## src/rtl/multicycle_sequencer.sv

```systemverilog
// Multicycle control sequencer: walks each instruction through FETCH/DECODE/EXEC/MEM/WB
// (or MDWAIT for mul/div), emits per-phase write strobes and counts retired instructions.
// Latency FETCH->retire: ALU/addi 4, sw 4, lw 5, NOP 3, mul/div 3+N (N MDWAIT cycles).
// No backpressure; the multdiv wait is bounded by MD_TIMEOUT and then forced to an exception.
// Ports:
//   clock, reset            rising-edge clock, async active-high reset
//   run                     fetch enable, looked at only between instructions
//   opcode, aluop           instruction fields held in IR
//   md_ready, md_exception  multdiv handshake
//   ir_we, rf_we, dmem_we, pc_we, md_mult, md_div, exc_wb   per-phase strobes
//   state, retired          debug state and retired-instruction count
module multicycle_sequencer #(
  parameter int MD_TIMEOUT = 40,
  parameter int CNT_W      = 32
) (
  input  logic             clock,
  input  logic             reset,
  input  logic             run,
  input  logic [4:0]       opcode,
  input  logic [4:0]       aluop,
  input  logic             md_ready,
  input  logic             md_exception,
  output logic             ir_we,
  output logic             rf_we,
  output logic             dmem_we,
  output logic             pc_we,
  output logic             md_mult,
  output logic             md_div,
  output logic             exc_wb,
  output logic [2:0]       state,
  output logic [CNT_W-1:0] retired
);

  localparam logic [2:0] S_IDLE   = 3'd0;
  localparam logic [2:0] S_FETCH  = 3'd1;
  localparam logic [2:0] S_DECODE = 3'd2;
  localparam logic [2:0] S_EXEC   = 3'd3;
  localparam logic [2:0] S_MEM    = 3'd4;
  localparam logic [2:0] S_WB     = 3'd5;
  localparam logic [2:0] S_MDWAIT = 3'd6;

  localparam int MDC_W = (MD_TIMEOUT > 2) ? $clog2(MD_TIMEOUT) : 1;
  localparam logic [MDC_W-1:0] MD_LAST = MDC_W'(MD_TIMEOUT - 1);

  logic [2:0]       state_q;
  logic [2:0]       state_d;
  logic [MDC_W-1:0] md_cnt;
  logic             exc_q;

  // Instruction classes
  logic is_r, is_mul, is_div, is_alu, is_addi, is_sw, is_lw, supported;
  assign is_r      = (opcode == 5'b00000);
  assign is_mul    = is_r && (aluop == 5'b00110);
  assign is_div    = is_r && (aluop == 5'b00111);
  assign is_alu    = is_r && !is_mul && !is_div;
  assign is_addi   = (opcode == 5'b00101);
  assign is_sw     = (opcode == 5'b00111);
  assign is_lw     = (opcode == 5'b01000);
  assign supported = is_r || is_addi || is_sw || is_lw;

  logic md_timeout;
  assign md_timeout = (md_cnt == MD_LAST);

  // State register
  always_ff @(posedge clock or posedge reset) begin
    if (reset) state_q <= S_IDLE;
    else       state_q <= state_d;
  end

  // Next-state logic
  always_comb begin
    state_d = S_IDLE;
    case (state_q)
      S_IDLE:   state_d = run ? S_FETCH : S_IDLE;
      S_FETCH:  state_d = S_DECODE;
      S_DECODE: begin
        if (is_mul || is_div)                        state_d = S_MDWAIT;
        else if (is_alu || is_addi || is_sw || is_lw) state_d = S_EXEC;
        else                                         state_d = S_WB;
      end
      S_EXEC:   state_d = (is_sw || is_lw) ? S_MEM : S_WB;
      // sw retires straight out of MEM; lw needs WB for the synchronous read data
      S_MEM:    state_d = is_sw ? (run ? S_FETCH : S_IDLE) : S_WB;
      S_MDWAIT: state_d = (md_ready || md_timeout) ? S_WB : S_MDWAIT;
      S_WB:     state_d = run ? S_FETCH : S_IDLE;
      default:  state_d = S_IDLE;
    endcase
  end

  // Output decode, purely from registered state so reset forces everything low
  always_comb begin
    ir_we   = 1'b0;
    rf_we   = 1'b0;
    dmem_we = 1'b0;
    pc_we   = 1'b0;
    md_mult = 1'b0;
    md_div  = 1'b0;
    exc_wb  = 1'b0;
    case (state_q)
      S_FETCH:  ir_we = 1'b1;
      S_DECODE: begin
        md_mult = is_mul;
        md_div  = is_div;
      end
      S_MEM: begin
        dmem_we = is_sw;
        pc_we   = is_sw;
      end
      S_WB: begin
        pc_we  = 1'b1;
        rf_we  = supported;
        exc_wb = exc_q;
      end
      default: ;
    endcase
  end

  // Multdiv wait counter, exception flag, retired counter
  always_ff @(posedge clock or posedge reset) begin
    if (reset) begin
      md_cnt  <= '0;
      exc_q   <= 1'b0;
      retired <= '0;
    end else begin
      if (state_q == S_DECODE)      md_cnt <= '0;
      else if (state_q == S_MDWAIT) md_cnt <= md_cnt + 1'b1;

      // A result arriving in the timeout cycle takes priority over the timeout
      if (state_q == S_MDWAIT) begin
        if (md_ready)        exc_q <= md_exception;
        else if (md_timeout) exc_q <= 1'b1;
      end else if (state_q == S_WB) begin
        exc_q <= 1'b0;
      end

      if (pc_we) retired <= retired + 1'b1;
    end
  end

  assign state = state_q;

endmodule
```

## config.mk

```make
export PLATFORM = sky130hd
export DESIGN_NAME = multicycle_sequencer
export DESIGN_NICKNAME = d
export VERILOG_FILES = /design/src/rtl/multicycle_sequencer.sv
export SDC_FILE = /design/constraint.sdc
export NUM_CORES = 1
export LEC_CHECK = 0
export ABC_CLOCK_PERIOD_IN_PS = 1850
export CORE_ASPECT_RATIO = 2
export CORE_MARGIN = 2
export CORE_UTILIZATION = 44
export DETAILED_ROUTE_END_ITERATION = 10
export PLACE_DENSITY = 0.76
export SYNTH_ARGS = -nofsm -noshare
export SYNTH_HDL_FRONTEND = slang
export SYNTH_SLANG_ARGS = --single-unit
```

## constraint.sdc

```tcl
create_clock -name clock -period 1.85 [get_ports clock]
set_clock_uncertainty 0.1 [all_clocks]
set_input_delay 0.37 -clock clock [delete_from_list [all_inputs] [get_ports clock]]
set_output_delay 0.37 -clock clock [all_outputs]
set_load 0.01 [all_outputs]
```

Word level (Yosys, flattened, before mapping)

Index checks and enable logic that the tools add are counted.

Register bits after elaboration: 42
Bits in latches: 0
Bits in writable memories: 0
ROM bits: 0
Bits of input ports: 15
Output and inout bits: 42
Word-level logic and storage cells: 60
Memories kept: 0

Add/subtract/negate cells: 2
Multipliers: 0
Div/mod/pow operators: 0
Magnitude comparators: 0
Eq/ne operators: 13
Shifts and indexed selects: 0
Multiplexer cells: 20
Bitwise logic cells: 0
Reduce and logical (&&, ||, !) cells: 21

Operator list:

| kind                  | number |
|---|---|
| $add 32x1->32 const B | 1 |
| $eq 5x3->1 const B    | 4 |
| $pmux 3 s6            | 1 |
| $mux 1                | 12 |
| $mux 6                | 2 |
| $eq 3x3->1 const B    | 3 |
| $logic_or 1x1->1      | 9 |
| $mux 3                | 3 |
| $add 6x1->6 const B   | 1 |
| $eq 3x2->1 const B    | 2 |
| $eq 6x6->1 const B    | 1 |
| $eq 5x4->1 const B    | 1 |
| $logic_not 5->1       | 1 |
| $logic_and 1x1->1     | 4 |
| $reduce_bool 2->1     | 2 |
| $eq 3x1->1 const B    | 1 |
| $logic_not 3->1       | 1 |
| $ne 3x3->1 const B    | 1 |
| $logic_not 1->1       | 2 |
| $mux 2                | 1 |
| $pmux 1 s2            | 1 |
| $reduce_and 2->1      | 1 |
| $reduce_or 2->1       | 1 |

Longest topological paths before layout

Gate-level depths: netlist of run 1.

Depth after elaboration: 11
Depth in mapped cells: 7
Mapped depth without buffers: 6

Least setup slack after synthesis of run 1

No wires, ideal clock.

Path type: reg-to-reg
Start point: reg state_q[1] (netlist: state[1])
End point: reg retired[16]
Arrival: 1.580 ns
Required time: 1.624 ns
Setup slack: 0.044 ns
Cell stages (with the launch flop): 7
Clock period less this slack: 1.806 ns
Path through: dfrtp_1 > buf_2 > and4bb_2 > a32oi_2 > nor4_4 > nand3_1 > xnor2_1

Word-level cells in the longest chain between the ends: 2
Elaborated cells between the ends (all ways): 3

RTL lines:

| item                   | RTL line | text |
|---|---|---|
| start, declared        | 45       | `logic [2:0] state_q;` |
| start signal, assigned | 67       | `else state_q <= state_d;` |
| $eq 3x3->1             | 99       | `case (state_q)` |
| $pmux 1 s2 (*)         | 99       |  |
| end signal, assigned   | 136      | `if (pc_we) retired <= retired + 1'b1;` |
| end, declared          | 31       | `output logic [CNT_W-1:0] retired` |

Every way passes the cells marked *; elsewhere a longest branch is shown, timed or not.
A chain may end at the register's enable or synchronous reset.

Worst setup path in the final report of run 1

Start point: reg state_q[1] (netlist: state[1])
End point: reg retired[14]

Same word-level chain as after synthesis.

==> results of run 1 <==
area by class of cell:
cell class,count,area (sq um),area share (%)
Clock buffer,6,72.57,2.101
Clock inverter,2,37.54,1.087
Inverter,5,21.27,0.6159
Multi-Input combinational cell,155,1204,34.85
Sequential cell,42,1056,30.58
Tap cell,57,71.32,2.065
Timing Repair Buffer,113,991.0,28.70
worst max-delay path: cells and delay by family, from the launching register on:
kind	cells	cell delay, ps
buf+inv	3	400
compound gates	1	80
flops	1	450
simple gates	2	620
xor+xnor	1	180
final timing paths:
kind | from | end | slack (ps) | cells after the start
max in group asynchronous | reset | retired[3] | 1110 | 3
setup / recovery | state[1] | retired[14] | -70 | 7
setup reg to reg | state[1] | retired[14] | -70 | 7
min in group clock | retired[31] | retired[31] | 380 | 1
hold reg to reg | retired[31] | retired[31] | 380 | 1
hold / removal | reset | retired[30] | 320 | 3
cells in the final DEF, fill, tap and decap left out, types with 4 or more instances in the layout:
cell type	count
nand2_1	22
dfrtp_2	4
buf_2	5
and3_1	8
inv_1	4
clkbuf_2	4
o31ai_1	4
xor2_1	9
buf_6	9
o21ai_0	5
nand3_1	17
buf_4	49
dlymetal6s2s_1	6
dlygate4sd2_1	7
dfrtp_1	38
nor2_1	10
clkbuf_8	5
nand4_1	4
clkdlybuf4s50_1	30
xnor2_1	21
and4_1	4
state kept, by name (all words and copies together), names as in the netlist:
signal and cells:
exc_q 1, retired 32, md_cnt 6, state 3
repair_timing:
action	in CTS	in global routing
resized for setup	58	38
setup buffers	6	8
hold buffers	0	0
endpoints found under the setup margin	27	30
pin swaps	12	11
cell families (layout without fill, tap and decap cells):
kind of cell,Yosys count,count (layout)
buf+inv,14,126
mux,1,1
flops,42,42
compound gates,26,26
xor+xnor,31,31
simple gates,95,95
fa+ha+maj,2,2
power by group through the flow:
| stage | Clock (mW) | Sequential [mW] | Combinational, mW |
|---|---|---|---|
| global placement | 0 | 1.19 | 1.22 |
| finish | 0.730 | 1.16 | 1.50 |
| floorplan | 0 | 1.19 | 0.565 |
| CTS | 0.741 | 1.16 | 1.37 |
| global route | 0.780 | 1.18 | 1.61 |
| detailed placement | 0 | 1.19 | 1.24 |
metrics by stage:
step	instance area (sq um)	power, mW	worst slack [ps]	std cells
after detailed placement	3120	2.435	-672.8	358
after global routing	3453	3.564	-107.3	380
after global placement	3120	2.408	-646.7	358
final	3453	3.397	-66.86	380
after CTS	3287	3.263	-37.83	372
after floorplan	2213	1.757	43.96	211
routing by layer:
metal | vias to the layer above | GRT usage, % | wire length, um
met1 | 990 | 22.80 | 2184
met2 | 64 | 40.10 | 3391
met4 | 0 | 10.00 | 272
met3 | 24 | 3.305 | 166
met5 | - | 0 | 0
li1 | 966 | - | -
==> run metrics, run 1 <==
Synth area leader=dfrtp_1; # setup viols final=4; post-synth top area share=a little under half; clock sinks=42; GPL Wtd Cong=between 0.8 and 0.9; Commonest cells post-synth=42 x dfrtp_1, 24 x nand2_1, 22 x xnor2_1, 18 x nand3_1; sequential area share after synthesis=~47%; crit-path cells=buf_6 -> and4bb_2 -> a32oi_4 -> nor4_4 -> buf_6 -> buf_6 -> xor2_1; Final WS setup=-66.86 ps; Sw Share=around a third; xor and xnor area share after synthesis=between 10% and 20%; fin crit share=103.6%; drt total wl=~6000 um; power share of the clock group=21.5%; Die Y=between 100 and 150 um; setup TNS after final layout=-107.6 ps; Post-Syn Instances=~210; Worst Path Arrival=between 2000 and 2500 ps; Seq pwr share=between 30 and 40%; largest net degree at the start of global routing=43; floorplan row count=36; core area=approximately 5000 sq um; Compound-Gate Fraction of Synth Area=8.705%; dpl hpwl=about 4200 um; largest cells by area after synthesis=dfrtp_1 47%, xnor2_1 8.7%, nand3_1 4.1%; drt pass-1 iters=4; WP data required=between 1500 and 2000 ps; Final nets=approximately 340; Simple-Gate Fraction of Synth Area=a little over a quarter; yosys warns=0; GR Overflow Total=0; Logic pwr share=44.3%; Int Pwr=2.259 mW; VDD IR max=just over 1 mV; vias post-DR=roughly 2000; RSZ-0062 raised after global routing=yes; Antenna Nets Post-Route=0; post-synthesis mux area share=less than 1%; clock root buffer=clkbuf_8; Main synth FF type=dfrtp_1; fill count=around 380; first-pass GRT wire length=a little over 9000 um; Crit. End Element=register; DR iter-0 viols=58; Starting Density=a little under half; CTS tree=built; antenna cell count=0; Die W=around 54 um; final number of hold-violating endpoints=0; worst hold slack=approximately 320 ps; Worst-Skew Late Latency=about 300 ps; vias in the first global route=2049; CP max stage cell=dfrtp_2; Synth cell types=between 40 and 50; top-count cell post-synth=dfrtp_1; input/output buffers=56; Max FO, Critical Path=5; Area growth syn-to-layout=56.02%; Leak=about 1.7 nW; type of origin of the critical path=register; Max Root-Sink Buffers=2; synthesized area=2213 sq um; initial antenna violation count=0; critical path type=reg2reg; Seq cells post-synth=42; Max Cap Violations=0; Sw Pwr=about 1.1 mW; WL/cell=15.83 um; Num CTS Buffers=5; I/O pin cnt=57; Hold WC Path Type=in2async; clock slew at reported path FFs=80 ps; ys async rst share=100.0%; most frequent CP cell=buf_6; Slew Limit Fails=0; syn avg cell area=~10 sq um; Synth Area in Adders=1.131%; crit path time final=roughly 1900 ps; Util after Layout=a little under three quarters; largest family of logic cells by synthesized area=simple AND/OR/NAND/NOR gates; share of cells above drive strength 1=approximately 34%; Remaining DRCs=0; Slew Limit Headroom=70.27%; Worst-Margin Slew=434.7 ps; CP peak stage delay=450 ps; PD cells=approximately 1000 nW/um^2; Max Fclk=521.7 MHz; status=finished, violations left; DIE AREA=between 5000 and 6000 sq um; vias per cell=5.379; number of H-tree levels=2; failing checks=setup timing; gr usage total=~22%; syn nets=228; Post-synth EDFFs=0
(Power assumes the default switching activity.)
==> run 2, diff against run 1 <==
- ABC_CLOCK_PERIOD_IN_PS: 1850 -> not set
- CORE_UTILIZATION: 44 -> 46
- CTS_BUF_LIST: not set -> sky130_fd_sc_hd__clkbuf_8
- PLACE_DENSITY: 0.76 -> 0.79
- REMOVE_ABC_BUFFERS: not set -> 1
==> run metrics, run 2 (synthesis gave the netlist of run 1 again) <==
gr usage total=24.01% (+2.0 points); CP max stage cell=dfrtp_2; vias per cell=5.523 (+2.7%); placed insts=357 (-0.28%); Crit. End Element=register; Num CTS Buffers=5 (unchanged); setup slack at placement=-649.6 ps (+23.18 ps); VDD IR max=1.168 mV (+15%); first-pass GRT wire length=9604 um (+3.3%); Final WS setup=-13.32 ps (+53.54 ps); number of H-tree levels=2 (unchanged); Worst-Skew Late Latency=300 ps (about the same); Slew Limit Fails=0 (unchanged); largest net degree at the start of global routing=43 (unchanged); Final nets=338 (-0.29%); CTS tree=built; crit path time final=1863 ps (-53.54 ps); PD cells=1009 nW/um^2 (+2.6%); vias in the first global route=2079 (+1.5%); drt total wl=6215 um (+3.3%); Worst-Margin Slew=392.2 ps (-42.50 ps); Antenna Nets Post-Route=0 (unchanged); Bufs and invs on worst path=2 (-1); WP data required=1950 ps (about the same); share of cells above drive strength 1=36.65% (+2.9 points); floorplan row count=35 (-2.8%); Max Cap Violations=0 (unchanged); CTS hold repair buffers=0 (unchanged); GR Overflow Total=0 (unchanged); Hold WC Path Type=in2async; core area=4598 sq um (-5.5%); DR iter-0 viols=44 (-24%); most frequent cells in the layout=47 x buf_4, 39 x dfrtp_1, 31 x clkdlybuf4s50_1; clock root buffer=clkbuf_8; crit-path cells=buf_6 -> and4bb_2 -> a32oi_4 -> nor4_4 -> buf_6 -> nand2_2 -> xnor2_2; vias post-DR=2082 (+1.9%); Die W=53.05 um (-2.0%); failing checks=setup timing; GPL Wtd Cong=0.8776 (+9.5%); drt pass-1 iters=4 (unchanged); Max Fclk=536.7 MHz (+2.9%); Max Root-Sink Buffers=2 (unchanged); status=finished, violations left; CP peak stage delay=450 ps (about the same); Largest register FFs=32 (unchanged); Util after Layout=75.86% (+4.9 points); most common cell after layout, fill and taps aside=buf_4; Remaining DRCs=0 (unchanged); dpl hpwl=4311 um (+2.3%); DIE AREA=5416 sq um (-4.1%); Leak=1.726 nW (+0.45%); type of origin of the critical path=register; clock sinks=42 (unchanged); initial antenna violation count=0 (unchanged); fin crit share=100.7% (-2.9 points); Starting Density=48.14% (+2.6 points); input/output buffers=56 (unchanged); RSZ-0062 raised after global routing=yes; # setup viols final=3 (-1); Finished Layout Cells=377 (-0.79%); CP top delay family=simple AND/OR/NAND/NOR gates; register with the most flip-flops=retired; Die Y=102.1 um (-2.1%); Final Power=3.520 mW (+3.6%); antenna cell count=0 (unchanged); clock slew at reported path FFs=90 ps (about the same); critical path type=reg2reg; final number of hold-violating endpoints=0 (unchanged); most frequent CP cell=buf_6; Max FO, Critical Path=5 (unchanged); Slew Limit Headroom=73.18% (+2.9 points); WL/cell=16.49 um (+4.1%); I/O pin cnt=57 (unchanged); Area growth syn-to-layout=57.60%; Worst Path Arrival=1960 ps (-70 ps)
run 2: power by group:
part           internal [mW]  switching, mW  total (mW)
clock network          0.541          0.334       0.875
logic                  0.794          0.679        1.47
registers               1.05          0.128        1.17
total                   2.38           1.14        3.52
run 2: timing repair:
action,4_1_cts,5_1_grt
setup buffers,9,3
setup endpoints to repair,30,26
resized for setup,75,29
pin swaps,11,14
endpoints found under the hold margin,0,0
run 2: layout make-up:
class	instances	area [sq um]
inverters	5	18.77
multi-input cells	155	1229
well taps	55	68.82
clock inverters	3	68.82
flip-flops and latches	42	1055
clock buffers	5	68.82
repair buffers	112	979.7
fillers	313	1110
run 2: through the flow:
step | instance area (sq um) | hold WS (ps) | TNS [ps]
after floorplan | 2153 | 350.9 | -126.8
after global placement | 3126 | 363.2 | -12340
after detailed placement | 3126 | 376.1 | -13200
after CTS | 3385 | 333.7 | -9.276
after global routing | 3488 | 325.9 | -508.9
final | 3488 | 321.8 | -21.22
run 2: worst paths after layout:
kind                                   from     endpoint  slack [ps]  cells past startpoint
worst max register to register     state[1]  retired[22]         -10                      7
worst max-delay path               state[1]  retired[22]         -10                      7
max in group asynchronous             reset   retired[3]        1100                      3
min in group clock              retired[21]  retired[21]         390                      1
worst min register to register  retired[21]  retired[21]         390                      1
worst min-delay path                  reset    md_cnt[5]         320                      3
run 2: tightest hold or removal path, stage by stage:
cell and delay (ps):
clkdlybuf4s50_1 400, inv_1 90, buf_12 240
run 2: layer usage:
metal	track usage, %	wire [um]
met1	24.45	2217
met2	44.04	3424
met5	0	0
met4	13.81	360
met3	3.801	212
